==> src/rtl/cu_cbfp_ctrl.sv <==
// rtl/cu_cbfp_ctrl.sv - CBFP stage control: enable phasing, block/frame tracking, partial-block flag
//
// Ports:
//   clk          clock, rising edge
//   rst          synchronous reset, active-high
//   alert_cbfp   one input sample present this cycle
//   flush        synchronous soft-clear of partial-block state
//   mag_en       magnitude detect enable (alert delayed MAG_LAT)
//   exp_latch    last mag_en sample of a block
//   min_en       min-exponent select enable (mag_en delayed MIN_LAT)
//   valid_out    shifted sample valid (min_en delayed OUT_LAT)
//   out_first    valid_out carries sample 0 of a block
//   out_last     valid_out carries sample BLK_LEN-1 of a block
//   blk_idx      output-side block index
//   frame_done   out_last of block NUM_BLK-1
//   busy         any stage or partial block in flight
//   err_partial  one-cycle pulse after a flush that cut a block short

module cu_cbfp_ctrl #(
    parameter int MAG_LAT = 1,
    parameter int MIN_LAT = 1,
    parameter int OUT_LAT = 2,
    parameter int BLK_LEN = 16,
    parameter int NUM_BLK = 32,
    localparam int BW = (NUM_BLK > 1) ? $clog2(NUM_BLK) : 1
) (
    input  logic          clk,
    input  logic          rst,
    input  logic          alert_cbfp,
    input  logic          flush,
    output logic          mag_en,
    output logic          exp_latch,
    output logic          min_en,
    output logic          valid_out,
    output logic          out_first,
    output logic          out_last,
    output logic [BW-1:0] blk_idx,
    output logic          frame_done,
    output logic          busy,
    output logic          err_partial
);

    localparam int L  = MAG_LAT + MIN_LAT + OUT_LAT;
    localparam int CW = $clog2(BLK_LEN);
    localparam logic [CW-1:0] SAMP_LAST = CW'(BLK_LEN - 1);
    localparam logic [BW-1:0] BLK_LAST  = BW'(NUM_BLK - 1);

    typedef enum logic [1:0] {IDLE, FILL, HOLD} state_t;

    // The three enable phases are taps on one shift line, so each phase is
    // exactly the previous one delayed by its latency.
    logic [L-1:0]  dl;
    logic [CW-1:0] samp_cnt;
    logic [CW-1:0] out_cnt;
    logic [BW-1:0] blk_q;
    logic          err_q;
    state_t        state_q;
    state_t        state_d;
    logic          samp_last;
    logic          out_wrap;

    assign mag_en      = dl[MAG_LAT-1];
    assign min_en      = dl[MAG_LAT+MIN_LAT-1];
    assign valid_out   = dl[L-1];
    assign samp_last   = (samp_cnt == SAMP_LAST);
    assign out_wrap    = (out_cnt == SAMP_LAST);
    assign exp_latch   = mag_en & samp_last;
    assign out_first   = valid_out & (out_cnt == '0);
    assign out_last    = valid_out & out_wrap;
    assign blk_idx     = blk_q;
    assign frame_done  = out_last & (blk_q == BLK_LAST);
    assign busy        = (state_q != IDLE) | (|dl) | (out_cnt != '0);
    assign err_partial = err_q;

    always_comb begin
        state_d = state_q;
        case (state_q)
            IDLE: if (mag_en) state_d = FILL;
            FILL: begin
                if (mag_en && samp_last) state_d = IDLE;
                else if (!mag_en)        state_d = HOLD;
            end
            HOLD: begin
                // A block may resume on its very last sample.
                if (mag_en) state_d = samp_last ? IDLE : FILL;
            end
            default: state_d = IDLE;
        endcase
    end

    always_ff @(posedge clk) begin
        if (rst) begin
            dl       <= '0;
            samp_cnt <= '0;
            out_cnt  <= '0;
            blk_q    <= '0;
            err_q    <= 1'b0;
            state_q  <= IDLE;
        end else if (flush) begin
            // The alert arriving in the flush cycle is deliberately not shifted in.
            dl       <= '0;
            samp_cnt <= '0;
            out_cnt  <= '0;
            blk_q    <= '0;
            err_q    <= (samp_cnt != '0) | (out_cnt != '0);
            state_q  <= IDLE;
        end else begin
            dl      <= {dl[L-2:0], alert_cbfp};
            err_q   <= 1'b0;
            state_q <= state_d;
            if (mag_en) samp_cnt <= samp_last ? '0 : samp_cnt + 1'b1;
            if (valid_out) out_cnt <= out_wrap ? '0 : out_cnt + 1'b1;
            if (out_last) blk_q <= (blk_q == BLK_LAST) ? '0 : blk_q + 1'b1;
        end
    end

endmodule

==> config.mk <==
export PLATFORM = sky130hd
export DESIGN_NAME = cu_cbfp_ctrl
export DESIGN_NICKNAME = d
export VERILOG_FILES = /design/src/rtl/cu_cbfp_ctrl.sv
export SDC_FILE = /design/constraint.sdc
export NUM_CORES = 1
export LEC_CHECK = 0
export CAP_MARGIN = 25
export CELL_PAD_IN_SITES_DETAIL_PLACEMENT = 1
export CELL_PAD_IN_SITES_GLOBAL_PLACEMENT = 1
export CORE_MARGIN = 2
export CORE_UTILIZATION = 35
export DETAILED_ROUTE_END_ITERATION = 12
export GPL_TIMING_DRIVEN = 1
export PLACE_DENSITY_LB_ADDON = 0.2
export SLEW_MARGIN = 20
export SYNTH_ARGS = -nofsm -noshare
export SYNTH_HDL_FRONTEND = slang
export SYNTH_SLANG_ARGS = --single-unit
==> constraint.sdc <==
create_clock -name clk -period 3.6 [get_ports clk]
set_input_delay 0.9 -clock clk [delete_from_list [all_inputs] [get_ports clk]]
set_output_delay 0.9 -clock clk [all_outputs]
set_load 0.01 [all_outputs]
# After elaboration in Yosys (flattened, before gate mapping)
# Cells that the tools add are included.
[totals] reg_bits=20 latchBits=0 ramBits=0 rom_bits=0 input_bits=4 output_inout_bits=14 word_cells=44 n_memories=0
[classes] addsub=3 multipliers=0 n_div=0 n_lt_le_gt_ge=0 eq_ne=8 shifts=0 n_mux=9 bitwise=8 reduce_logical=10
[op_table] cell="4-bit by 1-bit adder with 4-bit output (second input constant)" n=2
[op_table] cell="4-bit == test (second input constant)" n=2
[op_table] cell="2-bit 2-to-1 mux" n=4
[op_table] cell="4-bit 2-to-1 mux" n=2
[op_table] cell="4-bit nonzero test" n=2
[op_table] cell="2-bit case mux with 3 select lines" n=1
[op_table] cell="5-bit by 1-bit adder with 5-bit output (second input constant)" n=1
[op_table] cell="5-bit == test (second input constant)" n=1
[op_table] cell="5-bit 2-to-1 mux" n=1
[op_table] cell="1-bit AND" n=4
[op_table] cell="4-bit zero test" n=1
[op_table] cell="2-bit inequality test (second input constant)" n=2
[op_table] cell="2-bit OR reduction" n=2
[op_table] cell="4-bit OR reduction" n=1
[op_table] cell="3-bit inequality test (second input constant)" n=1
[op_table] cell="1-bit bitwise OR" n=3
[op_table] cell="3-bit AND reduction" n=1
[op_table] cell="2-bit by 1-bit == test with 1-bit output (second input constant)" n=1
[op_table] cell="2-bit == test (second input constant)" n=1
[op_table] cell="2-bit zero test" n=1
[op_table] cell="2-bit nonzero test" n=1
[op_table] cell="1-bit logical AND" n=1
[op_table] cell="1-bit 2-to-1 mux" n=1
[op_table] cell="1-bit NOT" n=1

# Logic depth before layout (Yosys ltp)
# Gate-level depths: netlist of run 1.
[logic_depth] ltp_word=4 ltp_mapped=6 mapped_depth_nobuf=6

# Worst setup path before layout of run 1
# No wires, ideal clock.
[synth_path] kind="flip-flop to output port" from="reg blk_q[0], in the netlist blk_idx[0]" to="out frame_done" arrival_ns=1.157 t_required_ns=2.700 setup_slack_ns=1.543 path_stages_with_launch=5 path_buffers=0 path_cell_list="dfxtp_1 -> ha_1 -> and3_1 -> ha_1 -> and2_1"
[synth_via] elab_chain_len=2
[synth_rtl] element="from (decl)" line="55" source="logic [BW-1:0] blk_q;"
[synth_rtl] element="from (signal assigned)" line="113" source="if (out_last) blk_q <= (blk_q == BLK_LAST) ? '0 : blk_q + 1'b1;"
[synth_rtl] element="5-bit == test" line="71" source="assign frame_done = out_last & (blk_q == BLK_LAST);"
[synth_rtl] element="1-bit AND" line="71"
[synth_rtl] element="to (decl)" line="38" source="output logic frame_done,"
# No other way between the ends.

# Worst setup path after layout of run 1
# Same ends and word-level chain as after synthesis.

==> results_dict.tcl, run 1 <==
set metrics [dict create \
    wire_per_inst_um 13.6 \
    hold_ws_ns 0.504 \
    crit_required_ns 2.70 \
    rsz0062_at_grt "no" \
    vias 740 \
    max_slew_margin 0.759 \
    clock_latency_ns 0.29 \
    swShare 0.219 \
    slowest_stage "clkdlybuf4s50_1" \
    ant_nets 0 \
    drv_slew 0 \
    power_frac_clock 0.305 \
    cts_htree_levels 1 \
    crit_path_start_kind "register" \
    post-route-min-period_ns 2.91 \
    post-route-drc-count 0 \
    synth.net_count 108 \
    crit_chain "ha_1, and3_1, ha_1, and2_1, clkdlybuf4s50_1" \
    grt_max_degree 15 \
    period_share 0.810 \
    synth-simple-area-share 0.249 \
    start_util 0.369 \
    synth.most_common_cell "dfxtp_1" \
    synth-xor-area-share 0.0484 \
    fin_area_um2 1110 \
    post_cts_buffers 0 \
    drt_iter0_markers 1 \
    std_cell_rows 18 \
    clock_tree.root_cell "clkbuf_4" \
    dp_hpwl_um 1410 \
    slowest_delay_ns 0.52 \
    port_buffers 17 \
    path_class "reg -> out" \
    diodes 0 \
    ys_ff_latch 20 \
    clock_skew_ns 0.00559 \
    p_int_uw 270 \
    die_height_um 54.8 \
    power_frac_seq 0.651 \
    ys_seq_area_frac 0.443 \
    areaGrowthSynthToFinish_pct 23.2 \
    yosysWarnings 0 \
    drive_above_1_share 0.0526 \
    ys.flop_type "dfxtp_1" \
    track_usage 0.160 \
    cts_made_buffers 3 \
    crit_fanout 7 \
    clk_pin_slew_ns 0.11 \
    grt_pass1_wl_um 3370 \
    dieArea_um2 3010 \
    synth_commonest_cells "dfxtp_1 (20), nor2_1 (9), a21oi_1 (7), nand2_1 (7)" \
    wl_met2_um 983 \
    antenna_found_initial 0 \
    power.density_nw_per_um2 310 \
    ctsResizeCount 0 \
    outcome "completed" \
    syn_area_per_cell_um2 9.23 \
    cts_tree "done" \
    nets 126 \
    tightest_slew_ns 0.361 \
    async_flop_share 0 \
    setup_viol 0 \
    finalHoldViolCount 0 \
    hold_buffers 0 \
    cellLeakagePower_uw 0.000409 \
    p_sw_uw 75.5 \
    synth.largest_area_cell "dfxtp_1" \
    core_um2 2450 \
    cts.sinks 20 \
    yosysTopAreaCellShare 0.443 \
    drtPass1Iterations 3 \
    wl_met1_um 891 \
    cp_data_arrival_time_ns 2.01 \
    max_freq_ghz 0.343 \
    max-vdd-ir-drop_mv 0.187 \
    cts_buffer_depth 2 \
    overflow 0 \
    netlist_area_um2 905 \
    synth.area.top_cells "dfxtp_1 (44%), ha_1 (8.3%), and2_1 (4.1%), a21oi_1 (3.9%), nor2_1 (3.7%)" \
    synth_top_family_by_area "simple AND/OR/NAND/NOR gates" \
    cp_common_cell "ha_1" \
    hold_path_class "reg -> reg" \
    synth.area.mux_share 0.0332 \
    top_layer "met4" \
    place_area_um2 1090 \
    synth_edf_count 0 \
    synth_compound_area_frac 0.0968 \
    io_pins 18 \
    gp_congestion 0.701 \
    final_core_utilization 0.454 \
    worstSetupEndpointType "primary output" \
    syn_inst 98 \
    drv_cap 0 \
    die_w_um 54.8 \
    r2r_setup_slack_ns 1.85 \
    grt_pass1_vias 762 \
    synthAdderAreaFrac 0.0830 \
    tns_ns 0 \
    synth.distinct_cells 31 \
    drt_wl_total_um 1960 \
    wl_met3_um 56 \
    vias_per_cell 5.14 \
    power.share.combinational 0.045 \
]
[through the flow]
step | setup WS, ns | std cells | total power, µW
3_5_place_dp | 1.01 | 141 | 246
3_3_place_gp | 1.07 | 141 | 245
6_report | 0.685 | 144 | 345
5_1_grt | 0.519 | 144 | 365
2_1_floorplan | 1.54 | 98 | 237
4_1_cts | 0.657 | 144 | 351
[critical path, delay by kind of cell, from the launching register on]
family,cells,cell delay (ns)
buf+inv,1,0.52
flops,1,0.43
simple gates,2,0.31
fa+ha+maj,2,0.46
[final timing paths]
path,startpoint,end,cells past startpoint
max reg2reg,blk_idx[0],blk_idx[3],5
max,blk_idx[0],frame_done,5
min,dl[2],dl[3],1
min reg2reg,dl[2],dl[3],1
[power groups by stage]
stage	logic [µW]	clock network (µW)	registers (µW)
after floorplan	8.16	0	229
after global placement	15.5	0	230
after detailed placement	15.8	0	230
after CTS	15.8	110	225
after global routing	17.1	123	225
final	15.5	105	225
[sequential cells by signal, summed over array words and instances (netlist names)]
| signal | cells |
|---|---|
| blk_idx | 5 |
| dl | 4 |
| out_cnt | 4 |
| samp_cnt | 4 |
| state_q | 2 |
| err_partial | 1 |
[metal layers]
layer / vias up / GRT usage
met5: - / 0
met4: 0 / 0.0625
met3: 4 / 0.0328
met2: 10 / 0.278
met1: 357 / 0.192
li1: 369 / -
[layout make-up]
| class | count | area [µm²] |
|---|---|---|
| inverter | 6 | 22.5 |
| multi-input combinational | 68 | 462 |
| tap | 30 | 37.5 |
| sequential | 20 | 400 |
| clock buffer | 3 | 22.5 |
| fill | 294 | 1340 |
| timing repair buffer | 17 | 170 |
[layout by cell type (no fill, tap or decap)]
| cell type | n |
|---|---|
| and3_1 | 1 |
| dfxtp_1 | 20 |
| o21a_1 | 1 |
| o21ai_0 | 3 |
| nor3b_1 | 1 |
| and4_1 | 1 |
| or4b_1 | 1 |
| nand3b_1 | 1 |
| xor2_1 | 3 |
| and2_1 | 6 |
| a21oi_1 | 7 |
| nand3_1 | 2 |
| or3_2 | 1 |
| nor2_1 | 9 |
| nand2_1 | 7 |
| a32oi_1 | 1 |
| or2_2 | 1 |
| a311oi_1 | 1 |
| nand4_1 | 1 |
| clkbuf_4 | 3 |
| clkdlybuf4s50_1 | 17 |
| nor3_1 | 3 |
| nand4_4 | 1 |
| mux2i_1 | 3 |
| a31oi_1 | 2 |
| xnor2_1 | 2 |
| or4_1 | 2 |
| nor4_1 | 1 |
| ha_1 | 6 |
| inv_1 | 6 |
[kinds of logic after synthesis]
| group | Yosys count |
|---|---|
| buf+inv | 10 |
| compound gates | 15 |
| fa+ha+maj | 6 |
| xor+xnor | 5 |
| mux | 3 |
| flops | 20 |
| simple gates | 39 |
No activity file was read; power rests on OpenSTA's default activity.
==> inputs of run 2 (changes only) <==
- CORE_UTILIZATION: 35 -> 33
- clock period: 3.6 -> 2.6 ns (I/O delays scaled with it)
==> results_dict.tcl, run 2 (same netlist as run 1, synthesis figures left out) <==
set metrics [dict create \
    outcome "completed" \
    worstSetupEndpointType "primary output" \
    drtPass1Iterations 4 \
    met1_usage 0.155 \
    place_area_um2 1100 \
    post-route-min-period_ns 2.44 \
    rsz0062_at_grt "no" \
    filler_cell_count 284 \
    final_cell_mix "dfxtp_1 (16), clkdlybuf4s50_1 (16), nor2_1 (9), nand2_1 (7), a21oi_1 (7)" \
    drt_iter0_markers 8 \
    drt_wl_total_um 2030 \
    cts_buffer_depth 2 \
    place_inst 142 \
    io_pins 18 \
    post-route-drc-count 0 \
    ant_nets 0 \
    hold_path_class "reg -> reg" \
    pre_cts_slack_ns 0.247 \
    cts_tree "done" \
    fin_area_um2 1190 \
    stdcell_count 146 \
    power.density_nw_per_um2 492 \
    cp_data_arrival_time_ns 1.79 \
    grt_pass1_wl_um 3440 \
    gp_congestion 0.748 \
    setup_viol 0 \
    vias 753 \
    reg2regPathDepth 5 \
    cts_made_buffers 3 \
    cts_htree_levels 1 \
    tns_ns 0 \
    post_cts_buffers 0 \
    die_w_um 56.4 \
    largest_reg_flops 5 \
    core_um2 2540 \
    crit_chain "inv_1, ha_1, nor3b_2, and2_1, clkdlybuf4s50_1" \
    drv_slew 0 \
    grt_max_degree 15 \
    use_met2 0.249 \
    grt_pass1_vias 750 \
    max-vdd-ir-drop_mv 0.548 \
    dp_hpwl_um 1460 \
    port_buffers 17 \
    min_path_cells 1 \
    path_class "reg -> out" \
    slowest_stage "clkdlybuf4s50_1" \
    start_util 0.355 \
    worst-path-stages 5 \
    dieArea_um2 3180 \
    wire_per_inst_um 13.9 \
    finalPower_uw 588 \
    crit_family "buffers and inverters" \
    tightest_slew_ns 0.359 \
    met3_usage 0.0484 \
    final.setup.worst_slack_ns 0.156 \
    busiest_layer "met2" \
    overflow 0 \
    cts.sinks 20 \
    r2r_setup_slack_ns 0.96 \
    vias_per_cell 5.16 \
    die_height_um 56.4 \
    antenna_found_initial 0 \
    crit_required_ns 1.95 \
    cellLeakagePower_uw 0.000439 \
    areaGrowthSynthToFinish_pct 32.1 \
    diodes 0 \
    track_usage 0.138 \
    drive_above_1_share 0.155 \
    crit_path_start_kind "register" \
    crit_fanout 4 \
    nets 127 \
    max_freq_ghz 0.409 \
    finalHoldViolCount 0 \
    clk_pin_slew_ns 0.12 \
    clock_tree.root_cell "clkbuf_4" \
    period_share 0.940 \
    std_cell_rows 18 \
    clock_latency_ns 0.31 \
    clock_skew_ns 0.00472 \
    drv_cap 0 \
    max_slew_margin 0.760 \
    slowest_delay_ns 0.52 \
    worstPathBufferInverterCount 2 \
]
==> run 2: what timing repair did <==
item,in CTS,in global routing
resized for setup,9,6
hold buffers,0,0
endpoints found under the setup margin,2,1
pin swaps,0,1
==> run 2: cell type report <==
class                   instances  area (µm²)  area share
clock buffers                   3        22.5      0.0188
repair buffers                 18         180       0.151
inverters                       6        25.0      0.0209
multi-input cells              68         489       0.409
well taps                      30        37.5      0.0314
flip-flops and latches         20         410       0.343
clock inverters                 1        30.0      0.0251
==> run 2: layer usage <==
| metal | routed length [µm] | vias up | part of all wire |
|---|---|---|---|
| met5 | 0 | - | 0 |
| li1 | - | 376 | - |
| met2 | 1060 | 10 | 0.52 |
| met1 | 884 | 364 | 0.44 |
| met3 | 74 | 3 | 0.037 |
| met4 | 10 | 0 | 0.0049 |
==> run 2: report_power, final <==
| part | internal (µW) | total [µW] | switching (µW) |
|---|---|---|---|
| Combinational | 11.7 | 21.8 | 10.1 |
| Sequential | 306 | 309 | 2.92 |
| Clock | 156 | 258 | 102 |
==> run 2: stage by stage <==
stage                     hold WS (ns)   util
after floorplan                  0.431      -
after global placement           0.446  0.432
after detailed placement         0.458  0.432
after CTS                        0.492  0.463
after global routing             0.520  0.470
final                            0.486  0.470
==> run 2: path summary, 6_finish.rpt <==
| path | from | to |
|---|---|---|
| worst max register to register | blk_idx[0] | blk_idx[3] |
| worst min register to register | dl[2] | dl[3] |
| worst max-delay path | out_cnt[0] | out_first |
| worst min-delay path | dl[2] | dl[3] |
==> inputs of run 3 (changes only) <==
- CORE_UTILIZATION: 33 -> 35
- CTS_BUF_LIST: not set -> sky130_fd_sc_hd__clkbuf_4 sky130_fd_sc_hd__clkbuf_8
==> results_dict.tcl, run 3 (same netlist as run 1, synthesis figures left out) <==
set metrics [dict create \
    post-route-drc-count 0 \
    cts_tree "done" \
    grt_pass1_vias 753 \
    cts_htree_levels 1 \
    worstSetupEndpointType "primary output" \
    outcome "completed" \
    dp_hpwl_um 1400 \
    max-vdd-ir-drop_mv 0.251 \
    clock_latency_ns 0.29 \
    drtPass1Iterations 2 \
    post-route-min-period_ns 2.41 \
    cts_made_buffers 3 \
    grt_pass1_wl_um 3310 \
    cts.sinks 20 \
    period_share 0.926 \
    drt_iter0_markers 2 \
    finalHoldViolCount 0 \
    drive_above_1_share 0.123 \
    gp_congestion 0.701 \
    vias_per_cell 5.13 \
    drt_wl_total_um 1930 \
    max_freq_ghz 0.416 \
    hold_path_class "reg -> reg" \
    areaGrowthSynthToFinish_pct 27.1 \
    final_cell_mix "dfxtp_1 (16), clkdlybuf4s50_1 (16), nor2_1 (9), nand2_1 (7), a21oi_1 (7)" \
    crit_fanout 4 \
    nets 126 \
    clk_pin_slew_ns 0.10 \
    wire_per_inst_um 13.4 \
    diodes 0 \
    grt_max_degree 15 \
    path_class "reg -> out" \
    setup_viol 0 \
    vias 739 \
    drv_slew 0 \
    dieArea_um2 3010 \
    tns_ns 0 \
    start_util 0.369 \
    ant_nets 0 \
    post_cts_buffers 0 \
    filler_cell_count 291 \
    max_slew_margin 0.758 \
    track_usage 0.154 \
    io_pins 18 \
    power.density_nw_per_um2 413 \
    tightest_slew_ns 0.363 \
    core_um2 2450 \
    largest_reg_flops 5 \
    die_w_um 54.8 \
    die_height_um 54.8 \
    crit_path_start_kind "register" \
    clock_skew_ns 0.00795 \
    clock_tree.root_cell "clkbuf_4" \
    cp_data_arrival_time_ns 1.76 \
    overflow 0 \
    hold_ws_ns 0.475 \
    antenna_found_initial 0 \
    crit_required_ns 1.95 \
    port_buffers 17 \
    std_cell_rows 18 \
    cts_buffer_depth 2 \
    cellLeakagePower_uw 0.000424 \
    drv_cap 0 \
    rsz0062_at_grt "no" \
]
run 3: changes by cell type in the layout (fill, tap and decap cells not counted):
cell | before | now
and3_1 | 0 | 1
and3_4 | 1 | 0
buf_4 | 1 | 0
bufinv_16 | 1 | 0
ha_1 | 3 | 4
ha_2 | 2 | 1
run 3: final cells by class:
| class | instances | area [µm²] | area share |
|---|---|---|---|
| Sequential cell | 20 | 410 | 0.357 |
| Timing Repair Buffer | 17 | 173 | 0.150 |
| Multi-Input combinational cell | 68 | 482 | 0.419 |
| Clock buffer | 3 | 22.5 | 0.0196 |
| Inverter | 6 | 25.0 | 0.0218 |
| Tap cell | 30 | 37.5 | 0.0326 |
run 3: final timing paths:
kind / from / end / slack (ns) / depth (start not counted)
worst max-delay path: out_cnt[0] / out_first / 0.19 / 5
worst min-delay path: dl[2] / dl[3] / 0.48 / 1
worst max register to register: blk_idx[0] / blk_idx[3] / 0.91 / 5
worst min register to register: dl[2] / dl[3] / 0.48 / 1
run 3: power by group:
| part | switching, µW | internal [µW] |
|---|---|---|
| logic | 9.72 | 11.6 |
| clock network | 90.5 | 53.8 |
| registers | 2.90 | 306 |
run 3: what timing repair did:
action | in CTS | in global routing
hold buffers | 0 | 0
endpoints found under the hold margin | 0 | 0
resized for setup | 6 | 7
pin swaps | 0 | 0
endpoints found under the setup margin | 1 | 3
run 3: per-layer routing:
metal,GRT usage,part of all wire,routed length (µm),vias to the layer above
li1,-,-,-,373
met1,0.188,0.47,898,354
met2,0.260,0.50,956,10
met3,0.0437,0.031,60,2
met4,0.0500,0.0078,15,0
met5,0,0,0,-
run 3: stage by stage:
| step | setup slack [ns] | instances | area [µm²] | total power, µW | util |
|---|---|---|---|---|---|
| 2_1_floorplan | 0.793 | 98 | 905 | 328 | - |
| 3_3_place_gp | 0.315 | 141 | 1090 | 340 | 0.445 |
| 3_5_place_dp | 0.267 | 141 | 1090 | 340 | 0.445 |
| 4_1_cts | 0.00515 | 144 | 1120 | 485 | 0.458 |
| 5_1_grt | 0.0574 | 144 | 1150 | 503 | 0.468 |
| 6_report | 0.193 | 144 | 1150 | 475 | 0.468 |
run 3: worst max-delay path: stages (launching register included):
cell             delay, ns
dfxtp_2               0.35
inv_1                 0.06
ha_1                  0.13
nor3b_2               0.24
and2_1                0.16
clkdlybuf4s50_1       0.53
